**src/rtl/samul_pkg.sv**
```systemverilog
// Shared definitions for the sequential divider that follows the samul multiplier.
// Holds the FSM state encoding, the operand widths and the divide-by-zero quotient.
package samul_pkg;

  localparam int DIVIDEND_W = 64;
  localparam int DIVISOR_W  = 32;

  // Quotient reported when the divisor is zero: saturate to all ones.
  localparam logic [DIVIDEND_W-1:0] QUOT_DIV0 = '1;

  typedef enum logic [1:0] {
    IDLE = 2'd0,
    RUN  = 2'd1,
    DONE = 2'd2
  } state_t;

endpackage

```
**src/rtl/samul_div_step.sv**
```systemverilog
// One restoring-division step: shift the next dividend bit into the partial
// remainder and subtract the divisor when it fits. Purely combinational.
module samul_div_step
  import samul_pkg::*;
(
  input  logic [DIVISOR_W:0]   partial,
  input  logic                 dividend_msb,
  input  logic [DIVISOR_W-1:0] divisor,
  output logic [DIVISOR_W:0]   next_partial,
  output logic                 q_bit
);

  logic [DIVISOR_W:0] shifted;
  logic [DIVISOR_W:0] wide_divisor;

  // The partial remainder is always below the divisor, so the shifted value
  // fits in 33 bits and the compare/subtract can never overflow.
  always_comb begin
    shifted      = {partial[DIVISOR_W-1:0], dividend_msb};
    wide_divisor = {1'b0, divisor};
    if (shifted >= wide_divisor) begin
      next_partial = shifted - wide_divisor;
      q_bit        = 1'b1;
    end else begin
      next_partial = shifted;
      q_bit        = 1'b0;
    end
  end

endmodule

```
**src/rtl/samul_div_sequential.sv**
```systemverilog
// Sequential 64/32 unsigned restoring divider with a fixed 64-cycle latency.
// The dividend register doubles as the quotient shift register: each step
// shifts the dividend left and drops the new quotient bit into the LSB.
// A zero divisor bypasses the iterations and completes one edge after start.
// Only DIVIDEND_W = 64 and DIVISOR_W = 32 are supported.
module samul_div_sequential #(
  parameter int DIVIDEND_W = 64,
  parameter int DIVISOR_W  = 32
) (
  input  logic                  slow_clk,
  input  logic                  rst,
  input  logic                  start,
  input  logic [DIVIDEND_W-1:0] dividend,
  input  logic [DIVISOR_W-1:0]  divisor,
  output logic                  busy,
  output logic                  done,
  output logic [DIVIDEND_W-1:0] quotient,
  output logic [DIVISOR_W-1:0]  remainder,
  output logic                  div_by_zero
);

  import samul_pkg::*;

  localparam logic [5:0] LAST_STEP = 6'd63;

  state_t state;
  state_t next_state;

  logic [DIVIDEND_W-1:0] dividend_reg;
  logic [DIVISOR_W-1:0]  divisor_reg;
  logic [DIVISOR_W:0]    partial;
  logic [5:0]            count;

  logic [DIVISOR_W:0]    step_partial;
  logic                  step_q_bit;
  logic                  accept;
  logic                  divisor_zero;
  logic                  last_step;

  samul_div_step u_step (
    .partial      (partial),
    .dividend_msb (dividend_reg[DIVIDEND_W-1]),
    .divisor      (divisor_reg),
    .next_partial (step_partial),
    .q_bit        (step_q_bit)
  );

  // Decode acceptance and completion conditions, then choose the next state.
  always_comb begin
    next_state   = state;
    accept       = 1'b0;
    divisor_zero = (divisor_reg == '0);
    last_step    = (count == LAST_STEP);
    case (state)
      IDLE, DONE: begin
        if (start) begin
          accept     = 1'b1;
          next_state = RUN;
        end else begin
          next_state = IDLE;
        end
      end
      RUN: begin
        if (divisor_zero || last_step) begin
          next_state = DONE;
        end
      end
      default: next_state = IDLE;
    endcase
  end

  // FSM state register.
  always_ff @(posedge slow_clk or posedge rst) begin
    if (rst) begin
      state <= IDLE;
    end else begin
      state <= next_state;
    end
  end

  // Operand capture, one restoring step per RUN cycle, and result loading.
  always_ff @(posedge slow_clk or posedge rst) begin
    if (rst) begin
      dividend_reg <= '0;
      divisor_reg  <= '0;
      partial      <= '0;
      count        <= '0;
      quotient     <= '0;
      remainder    <= '0;
      div_by_zero  <= 1'b0;
    end else if (accept) begin
      dividend_reg <= dividend;
      divisor_reg  <= divisor;
      partial      <= '0;
      count        <= '0;
    end else if (state == RUN) begin
      if (divisor_zero) begin
        quotient    <= QUOT_DIV0;
        remainder   <= dividend_reg[DIVISOR_W-1:0];
        div_by_zero <= 1'b1;
      end else begin
        dividend_reg <= {dividend_reg[DIVIDEND_W-2:0], step_q_bit};
        partial      <= step_partial;
        count        <= count + 6'd1;
        if (last_step) begin
          quotient    <= {dividend_reg[DIVIDEND_W-2:0], step_q_bit};
          remainder   <= step_partial[DIVISOR_W-1:0];
          div_by_zero <= 1'b0;
        end
      end
    end
  end

  assign busy = (state == RUN);
  assign done = (state == DONE);

endmodule

```
**config.mk**
```make
export PLATFORM = sky130hd
export DESIGN_NAME = samul_div_sequential
export DESIGN_NICKNAME = d
export VERILOG_FILES = /design/src/rtl/samul_pkg.sv /design/src/rtl/samul_div_step.sv /design/src/rtl/samul_div_sequential.sv
export SDC_FILE = /design/constraint.sdc
export NUM_CORES = 1
export LEC_CHECK = 0
export CAP_MARGIN = 20
export CORE_AREA = 2 2 116 203
export DETAILED_ROUTE_END_ITERATION = 10
export DIE_AREA = 0 0 118 205
export PLACE_DENSITY = 0.79
export SETUP_SLACK_MARGIN = 0.4
export SKIP_CTS_REPAIR_TIMING = 1
export SYNTH_ARGS = -nofsm -noshare
export SYNTH_HDL_FRONTEND = slang
export SYNTH_SLANG_ARGS = --single-unit
```
**constraint.sdc**
```tcl
create_clock -name slow_clk -period 8.15 [get_ports slow_clk]
set_input_delay 1.2225 -clock slow_clk [delete_from_list [all_inputs] [get_ports slow_clk]]
set_output_delay 1.2225 -clock slow_clk [all_outputs]
set_load 0.05 [all_outputs]
```
==> impl_metrics.tcl, run 1 <==
set metrics [dict create \
    numClockSinks 233 \
    powerDensity_nw_per_um2 533 \
    fin_util 0.664 \
    via_per_inst 5.89 \
    r2r_cells 10 \
    synth_cell_types 62 \
    cp.required_ns 6.93 \
    drive_gt1_frac 0.0445 \
    seqCellArea_sq_um 5830 \
    dp_hpwl_um 25400 \
    setup_viol 0 \
    grt_usage 0.305 \
    worstHoldEndpoint "quotient[37]$_DFFE_PP0P_" \
    grt_max_degree 142 \
    fillCellCount 1903 \
    fin_skew_ns 0.0118 \
    core_region_area_sq_um 22600 \
    relSlewSlack 0.304 \
    synth.area.top_cells "dfrtp_1 (48%), nand2_1 (11%), o21ai_0 (6.9%), a31oi_1 (4.6%), ha_1 (3.4%)" \
    die_x_um 118 \
    maxCapViolations 0 \
    hold_viol_final 0 \
    rsz0062_at_grt "no" \
    synth_edf_count 0 \
    criticalPathCategory "reg2out" \
    clock_latency_ns 0.51 \
    drt-total-wl_um 36700 \
    vias 11200 \
    post-route-period-util 0.484 \
    grt_overflow_total 0 \
    yosysSeqAreaShare 0.485 \
    ioPinCount 198 \
    routedWlPerCell_um 19.4 \
    rows 73 \
    area_growth_pct 24.6 \
    synth_area_sq_um 12000 \
    synthArstFlopShare 1.00 \
    synth_top_area_frac 0.485 \
    leakage_nw 6.82 \
    drv_slew 0 \
    finalCriticalPeriod_ns 3.94 \
    rr_startpoint "partial[19]$_DFFE_PP0P_" \
    vdd_ir_drop_max_v 0.000410 \
    rrSetupSlack_ns 4.52 \
    min_delay_path_depth 2 \
    crit_arrival_ns 2.72 \
    chipHeight_um 205 \
    placed_area_sq_um 14200 \
    fin_area_sq_um 15000 \
    layout.nets 1713 \
    min_from "quotient[37]$_DFFE_PP0P_" \
    cts.root.buffer_cell "clkbuf_16" \
    die_area_sq_um 24200 \
    cp-end-kind "primary output" \
    clk_pin_slew_ns 0.07 \
    grt_pass1_wl_um 59300 \
    hold_path.class "reg2reg" \
    clock_path_buffers 3 \
    avgSynthCellArea_sq_um 8.33 \
    drc 0 \
    synth-seq-cells 233 \
    drt_pass1_iterations 5 \
    antenna_found_initial 0 \
    synth_top_area_cell "dfrtp_1" \
    syn-num-nets 1576 \
    syn-instance-count 1443 \
    grt_pass1_vias 11100 \
    multi_input_area_sq_um 5680 \
    outcome "finished, final reports clean" \
    max_freq_ghz 0.254 \
    cts_tree "yes" \
    postRouteAntennaNets 0 \
    port_buffers 197 \
    start_util 0.533 \
    synth_ff_type "dfrtp_1" \
    cts-buffers-inserted 22 \
    reg2reg_to "remainder[21]$_DFFE_PP0P_" \
    ys_warn_count 0 \
    cp-start-kind "flop" \
    setup_tns_ns 0 \
    drt-initial-drc-count 846 \
    gp_congestion 1.03 \
    n_antenna_cell 0 \
    critPathMaxFanout 12 \
    htreeDepth 1 \
    max_slew.worst_pin.slew_ns 1.04 \
]
## Yosys cell counts, drive strengths merged (3+ instances only)
cell type	count
inv	46
nand2b	4
and2	9
a211o	3
nand4	13
o211ai	10
nor3	19
nor2	103
o21bai	4
o21a	4
nor4	10
nor2b	4
a31oi	88
mux2i	8
xnor2	12
a21o	15
a2bb2oi	3
and3	15
a22o	3
o21ai	168
xor2	11
nand2	355
clkbuf	85
dfrtp	233
a21oi	61
a31o	3
or3	12
a21boi	3
buf	13
nand3	53
a221oi	4
ha	33
a211oi	13
## metal layers
| metal | share of wire | track usage |
|---|---|---|
| met1 | 0.39 | 0.382 |
| met2 | 0.50 | 0.532 |
| met3 | 0.059 | 0.0317 |
| met4 | 0.047 | 0.138 |
| met5 | 0 | 0 |
## worst max-delay path, cell delays in order (launching register included)
cell	delay (ns)
dfrtp_1	0.43
nand2b_1	0.42
clkinv_1	0.49
clkdlybuf4s50_1	0.86
## worst max-delay path by stage
stage / depth (start not counted) / from / slack [ns] / end
2_1_floorplan: 1 / rst / 0.54 / count[0]$_DFFE_PP0P_
3_3_place_gp: 11 / divisor_reg[20]$_DFFE_PP0P_ / 4.57 / remainder[21]$_DFFE_PP0P_
3_5_place_dp: 10 / partial[19]$_DFFE_PP0P_ / 4.53 / remainder[21]$_DFFE_PP0P_
4_1_cts: 3 / state[0]$_DFFE_PP0P_ / 4.19 / busy
5_1_grt: 3 / state[0]$_DFFE_PP0P_ / 4.10 / busy
6_report: 3 / state[0]$_DFFE_PP0P_ / 4.21 / busy
## power by group
| part | internal, mW | switching, mW |
|---|---|---|
| logic | 1.70 | 2.98 |
| clock network | 0.680 | 0.460 |
| registers | 1.72 | 0.438 |
## final cells by class
class	count	share of cell area
Timing Repair Buffer	211	0.141
Multi-Input combinational cell	1065	0.379
Sequential cell	233	0.389
Clock inverter	12	0.0117
Inverter	47	0.0123
Tap cell	300	0.0251
Clock buffer	27	0.0421
## cell usage in the layout (no fill, tap or decap), drive strengths merged, types with 4 or more instances in the layout
master	count
inv	47
nand2b	4
mux2i	8
and2	9
o211ai	10
nand4	13
a21o	15
nand3	53
clkdlybuf4s50	197
a211oi	13
ha	33
a21oi	61
nor4	10
o21bai	4
clkinv	6
and3	15
buf	14
xnor2	12
nor2	103
nor2b	4
a31oi	88
a221oi	4
o21a	4
o21ai	168
xor2	11
bufinv	4
nor3	19
or3	12
dfrtp	233
clkbuf	27
nand2	355
## stage by stage
stage	setup slack, ns	total power, mW	cells	hold slack [ns]
finish	4.21	7.98	1895	0.464
floorplan	0.538	5.37	1443	0.475
global route	4.10	8.50	1895	0.493
detailed placement	4.53	6.79	1856	0.454
CTS	4.19	7.96	1895	0.469
global placement	4.57	6.69	1855	0.448
## logic make-up after synthesis
kind of cell | count (synthesis) | share of synthesized area
simple gates | 604 | 0.214
compound gates | 396 | 0.194
flops | 233 | 0.485
buf+inv | 145 | 0.0473
fa+ha+maj | 34 | 0.0360
xor+xnor | 23 | 0.0167
mux | 8 | 0.00666
Note: power is estimated with default switching activity, not from simulation.
==> run 2, diff against run 1 <==
Clock period 8.15 ns to 3.65 ns, I/O delays scaled along.
==> impl_metrics.tcl, run 2 (synthesized netlist as in run 1, its figures left out) <==
set metrics [dict create \
    leakage_nw 6.93 \
    clkPwrFrac 0.126 \
    postRouteAntennaNets 0 \
    hold_path.class "in2async" \
    drt-total-wl_um 37900 \
    routedWlPerCell_um 19.7 \
    gp_congestion 1.02 \
    finalCriticalPeriod_ns 3.13 \
    final_common_cell "nand2_1" \
    final_cell_mix "nand2_1 (352), dfrtp_1 (233), clkdlybuf4s50_1 (197)" \
    drt-initial-drc-count 911 \
    cts.root.buffer_cell "clkbuf_16" \
    vdd_ir_drop_max_v 0.000785 \
    r2r_cells 11 \
    area_growth_pct 26.7 \
    ioPinCount 198 \
    critPathMaxFanout 9 \
    vias 11400 \
    htreeDepth 1 \
    grt_overflow_total 0 \
    max_freq_ghz 0.320 \
    drv_slew 0 \
    crit_arrival_ns 3.59 \
    fin_util 0.676 \
    dp_hpwl_um 27600 \
    rows 73 \
    cp-end-kind "flop" \
    clock_latency_ns 0.53 \
    n_antenna_cell 0 \
    cp.required_ns 4.11 \
    rsz0062_at_grt "no" \
    criticalPathCategory "reg2reg" \
    post-route-period-util 0.857 \
    cts_tree "yes" \
    worst-path-buf-inv 2 \
    core_region_area_sq_um 22600 \
    rr_startpoint "divisor_reg[15]$_DFFE_PP0P_" \
    setup_viol 0 \
    rrSetupSlack_ns 0.52 \
    grt_max_degree 113 \
    power_frac_comb 0.608 \
    hold_ws_ns 0.280 \
    hold_viol_final 0 \
    layout.nets 1742 \
    crit_cells 11 \
    die_area_sq_um 24200 \
    antenna_found_initial 0 \
    grt_usage 0.316 \
    cts-buffers-inserted 22 \
    reg2reg_to "remainder[18]$_DFFE_PP0P_" \
    critPathTopFamily "simple AND/OR/NAND/NOR gates" \
    p_sw_mw 8.77 \
    grt_pass1_wl_um 60700 \
    clock_path_buffers 3 \
    maxCapViolations 0 \
    p_int_mw 9.28 \
    p_seq_frac 0.265 \
    slowest_delay_ns 0.54 \
    clk_pin_slew_ns 0.07 \
    drc 0 \
    drive_gt1_frac 0.0708 \
    max_slew.worst_pin.slew_ns 0.826 \
    via_per_inst 5.92 \
    grt_pass1_vias 11400 \
    drt_pass1_iterations 5 \
    worstPathCellList "inv_1, ha_2, nand4_1, nor4_2, nand3_1, and4bb_2, and3_1, buf_4, or4b_4, a31o_1, o21ai_2" \
    powerDensity_nw_per_um2 1180 \
    numClockSinks 233 \
    relSlewSlack 0.449 \
    port_buffers 197 \
    die_x_um 118 \
    netSwitchingFraction 0.486 \
    chipHeight_um 205 \
    fin_skew_ns 0.0182 \
    outcome "finished, final reports clean" \
    crit_slowest_cell "or4b_4" \
    cp-start-kind "flop" \
    start_util 0.533 \
    setup_tns_ns 0 \
]
[run 2: cell count changes in the layout (fill, tap and decap cells not counted), moves of 3 or more]
cell / change
buf_12: +5
ha_1: -7
bufinv_16: -3
clkinv_2: +3
clkinvlp_4: +3
buf_4: +24
ha_2: +5
[run 2: routing by layer]
metal,part of all wire,vias up,global-route usage
met3,0.050,103,0.0306
met5,0,-,0
met4,0.049,0,0.159
li1,-,5328,-
met1,0.38,5521,0.374
met2,0.53,433,0.571
[run 2: worst max path at each step]
stage                                     end                         from  slack, ns
floorplan                count[0]$_DFFE_PP0P_                          rst       0.05
global placement      partial[25]$_DFFE_PP0P_   divisor_reg[4]$_DFFE_PP0P_       0.50
detailed placement    partial[25]$_DFFE_PP0P_       partial[2]$_DFFE_PP0P_       0.43
CTS                                      busy         state[0]$_DFFE_PP0P_       0.34
global route          partial[23]$_DFFE_PP0P_   divisor_reg[4]$_DFFE_PP0P_       0.41
finish              remainder[18]$_DFFE_PP0P_  divisor_reg[15]$_DFFE_PP0P_       0.52
[run 2: power by group through the flow]
stage | clock network (mW) | logic (mW) | registers [mW]
4_1_cts | 2.31 | 10.8 | 4.77
5_1_grt | 2.41 | 11.9 | 4.94
3_5_place_dp | 0 | 10.7 | 4.80
2_1_floorplan | 0 | 5.96 | 6.03
6_report | 2.28 | 11.0 | 4.79
3_3_place_gp | 0 | 10.6 | 4.76
[run 2: metrics by stage]
step	worst slack, ns	cell area [sq um]	power, mW	cells
floorplan	0.0526	12000	12.0	1443
global placement	0.496	14400	15.3	1884
detailed placement	0.431	14500	15.5	1885
CTS	0.343	15200	17.8	1924
global route	0.406	15200	19.3	1924
finish	0.522	15200	18.1	1924
[run 2: worst reg2reg max path: stages (launching register included)]
cell and delay (ns):
dfrtp_1 0.40, inv_1 0.08, ha_2 0.41, nand4_1 0.19, nor4_2 0.34, nand3_1 0.12, and4bb_2 0.24, and3_1 0.22
buf_4 0.18, or4b_4 0.54, a31o_1 0.25, o21ai_2 0.10
[run 2: layout make-up]
cell class                      count  area [sq um]
Tap cell                          300           375
Clock buffer                       27           611
Sequential cell                   233          5830
Inverter                           47           184
Fill cell                        1875          7320
Timing Repair Buffer              240          2390
Clock inverter                     12          96.3
Multi-Input combinational cell   1065          5760
==> run 3, diff against run 2 <==
Settings changed: CELL_PAD_IN_SITES_DETAIL_PLACEMENT from default to 0, CELL_PAD_IN_SITES_GLOBAL_PLACEMENT from default to 1, CORE_AREA 2 2 116 203 to 2 2 148 258, DIE_AREA 0 0 118 205 to 0 0 150 260, PLACE_DENSITY 0.79 to 0.66.
==> impl_metrics.tcl, run 3 (synthesized netlist as in run 1, its figures left out) <==
set metrics [dict create \
    routedWlPerCell_um 19.5 \
    maxCapViolations 0 \
    cts_tree "yes" \
    powerDensity_nw_per_um2 1170 \
    drt_pass1_iterations 4 \
    via_per_inst 5.20 \
    cp-end-kind "flop" \
    numClockSinks 233 \
    cts.root.buffer_cell "clkbuf_16" \
    rows 93 \
    met1_usage 0.250 \
    post-route-period-util 0.857 \
    chipHeight_um 260 \
    criticalPathCategory "reg2reg" \
    core_region_area_sq_um 36800 \
    fillCellCount 3816 \
    drt-initial-drc-count 572 \
    grt_pass1_vias 11300 \
    fin_skew_ns 0.0135 \
    drc 0 \
    vdd_ir_drop_max_v 0.000417 \
    seqCellArea_sq_um 5830 \
    cp.required_ns 4.11 \
    layout.nets 1754 \
    postRouteAntennaNets 0 \
    critPathMaxFanout 4 \
    clock_latency_ns 0.54 \
    final_cell_mix "nand2_1 (354), dfrtp_1 (233), clkdlybuf4s50_1 (197)" \
    grt_max_degree 62 \
    max_freq_ghz 0.320 \
    clk_pin_slew_ns 0.07 \
    drt-total-wl_um 41200 \
    gr-usage-met2 0.385 \
    antenna_found_initial 0 \
    grt_overflow_total 0 \
    relSlewSlack 0.361 \
    grt_pass1_wl_um 64000 \
    die_area_sq_um 39000 \
    cp_common_cell "inv_1" \
    rrSetupSlack_ns 0.52 \
    leakage_nw 7.05 \
    grtUsageMet3 0.0204 \
    gp_congestion 0.913 \
    crit_arrival_ns 3.59 \
    port_buffers 197 \
    hold_viol_final 0 \
    finalCriticalPeriod_ns 3.13 \
    outcome "finished, final reports clean" \
    vias 11000 \
    n_antenna_cell 0 \
    area_growth_pct 30.5 \
    setup_viol 0 \
    grt_usage 0.210 \
    drv_slew 0 \
    drive_gt1_frac 0.0750 \
    start_util 0.327 \
    top_usage_layer "met2" \
    cp-start-kind "flop" \
    htreeDepth 1 \
    hold_path.class "reg2reg" \
    die_x_um 150 \
    worstPathCellList "inv_1, ha_1, inv_1, fa_1, a211oi_1, o211ai_1, nand2_1, o21ai_0, a221oi_2, buf_4, a2bb2oi_1, o311ai_2, a31oi_1" \
    slowest_delay_ns 0.42 \
    multi_input_area_sq_um 5730 \
    crit_slowest_cell "fa_1" \
    setup_tns_ns 0 \
    max_slew.worst_pin.slew_ns 0.956 \
    cts-buffers-inserted 24 \
    clock_path_buffers 3 \
    ioPinCount 198 \
    fin_util 0.427 \
    final_common_cell "nand2_1" \
    dp_hpwl_um 30500 \
    rsz0062_at_grt "no" \
]
## run 3: cell types whose count changed in the layout (fill, tap and decap cells not counted), moves of 2 or more
cell	before	now
buf_4	36	38
nand2_1	352	354
clkbuf_16	23	25
ha_4	2	0
ha_1	26	28
inv_6	0	3
clkinv_2	7	5
buf_12	6	15
nand2_2	2	0
## run 3: final cells by class
cell class / instances / area share
clock buffers: 30 / 0.0423
clock inverters: 14 / 0.00901
inverters: 47 / 0.0115
multi-input cells: 1065 / 0.365
flip-flops and latches: 233 / 0.371
well taps: 475 / 0.0379
repair buffers: 250 / 0.163
## run 3: power by group
group | total (mW) | internal (mW) | switching, mW
clock network | 2.56 | 1.45 | 1.11
registers | 4.84 | 3.85 | 0.996
logic | 10.9 | 4.15 | 6.74
## run 3: stage by stage
step           hold slack (ns)  total power [mW]  setup slack, ns  area (sq um)  instances
2_1_floorplan            0.475              12.0           0.0526         12000       1443
3_3_place_gp             0.448              15.6            0.319         14800       2070
3_5_place_dp             0.455              15.7            0.289         14800       2070
4_1_cts                  0.470              18.3            0.264         15600       2114
5_1_grt                  0.485              19.7            0.375         15700       2114
6_report                 0.463              18.3            0.521         15700       2114
## run 3: worst paths after layout
kind,start,endpoint,depth (start not counted)
worst max-delay path,dividend_reg[63]$_DFFE_PP0P_,partial[28]$_DFFE_PP0P_,13
worst min-delay path,quotient[14]$_DFFE_PP0P_,quotient[14]$_DFFE_PP0P_,2
worst max register to register,dividend_reg[63]$_DFFE_PP0P_,partial[28]$_DFFE_PP0P_,13
worst min register to register,quotient[14]$_DFFE_PP0P_,quotient[14]$_DFFE_PP0P_,2
max in group asynchronous,rst,dividend_reg[12]$_DFFE_PP0P_,3
min in group asynchronous,rst,quotient[34]$_DFFE_PP0P_,2
## run 3: per-layer routing
layer	part of all wire	vias to the layer above
li1	-	5365
met1	0.40	5315
met2	0.53	243
met3	0.034	73
met4	0.037	0
met5	0	-
## run 3: worst max-delay path, delay by kind of cell (launching register included)
family | cells | cell delay [ns]
adder cells (fa/ha/maj) | 2 | 0.59
AND/OR/NAND/NOR | 1 | 0.13
buffers and inverters | 3 | 0.32
AO/OA/AOI/OAI | 7 | 1.66
flip-flops | 1 | 0.38
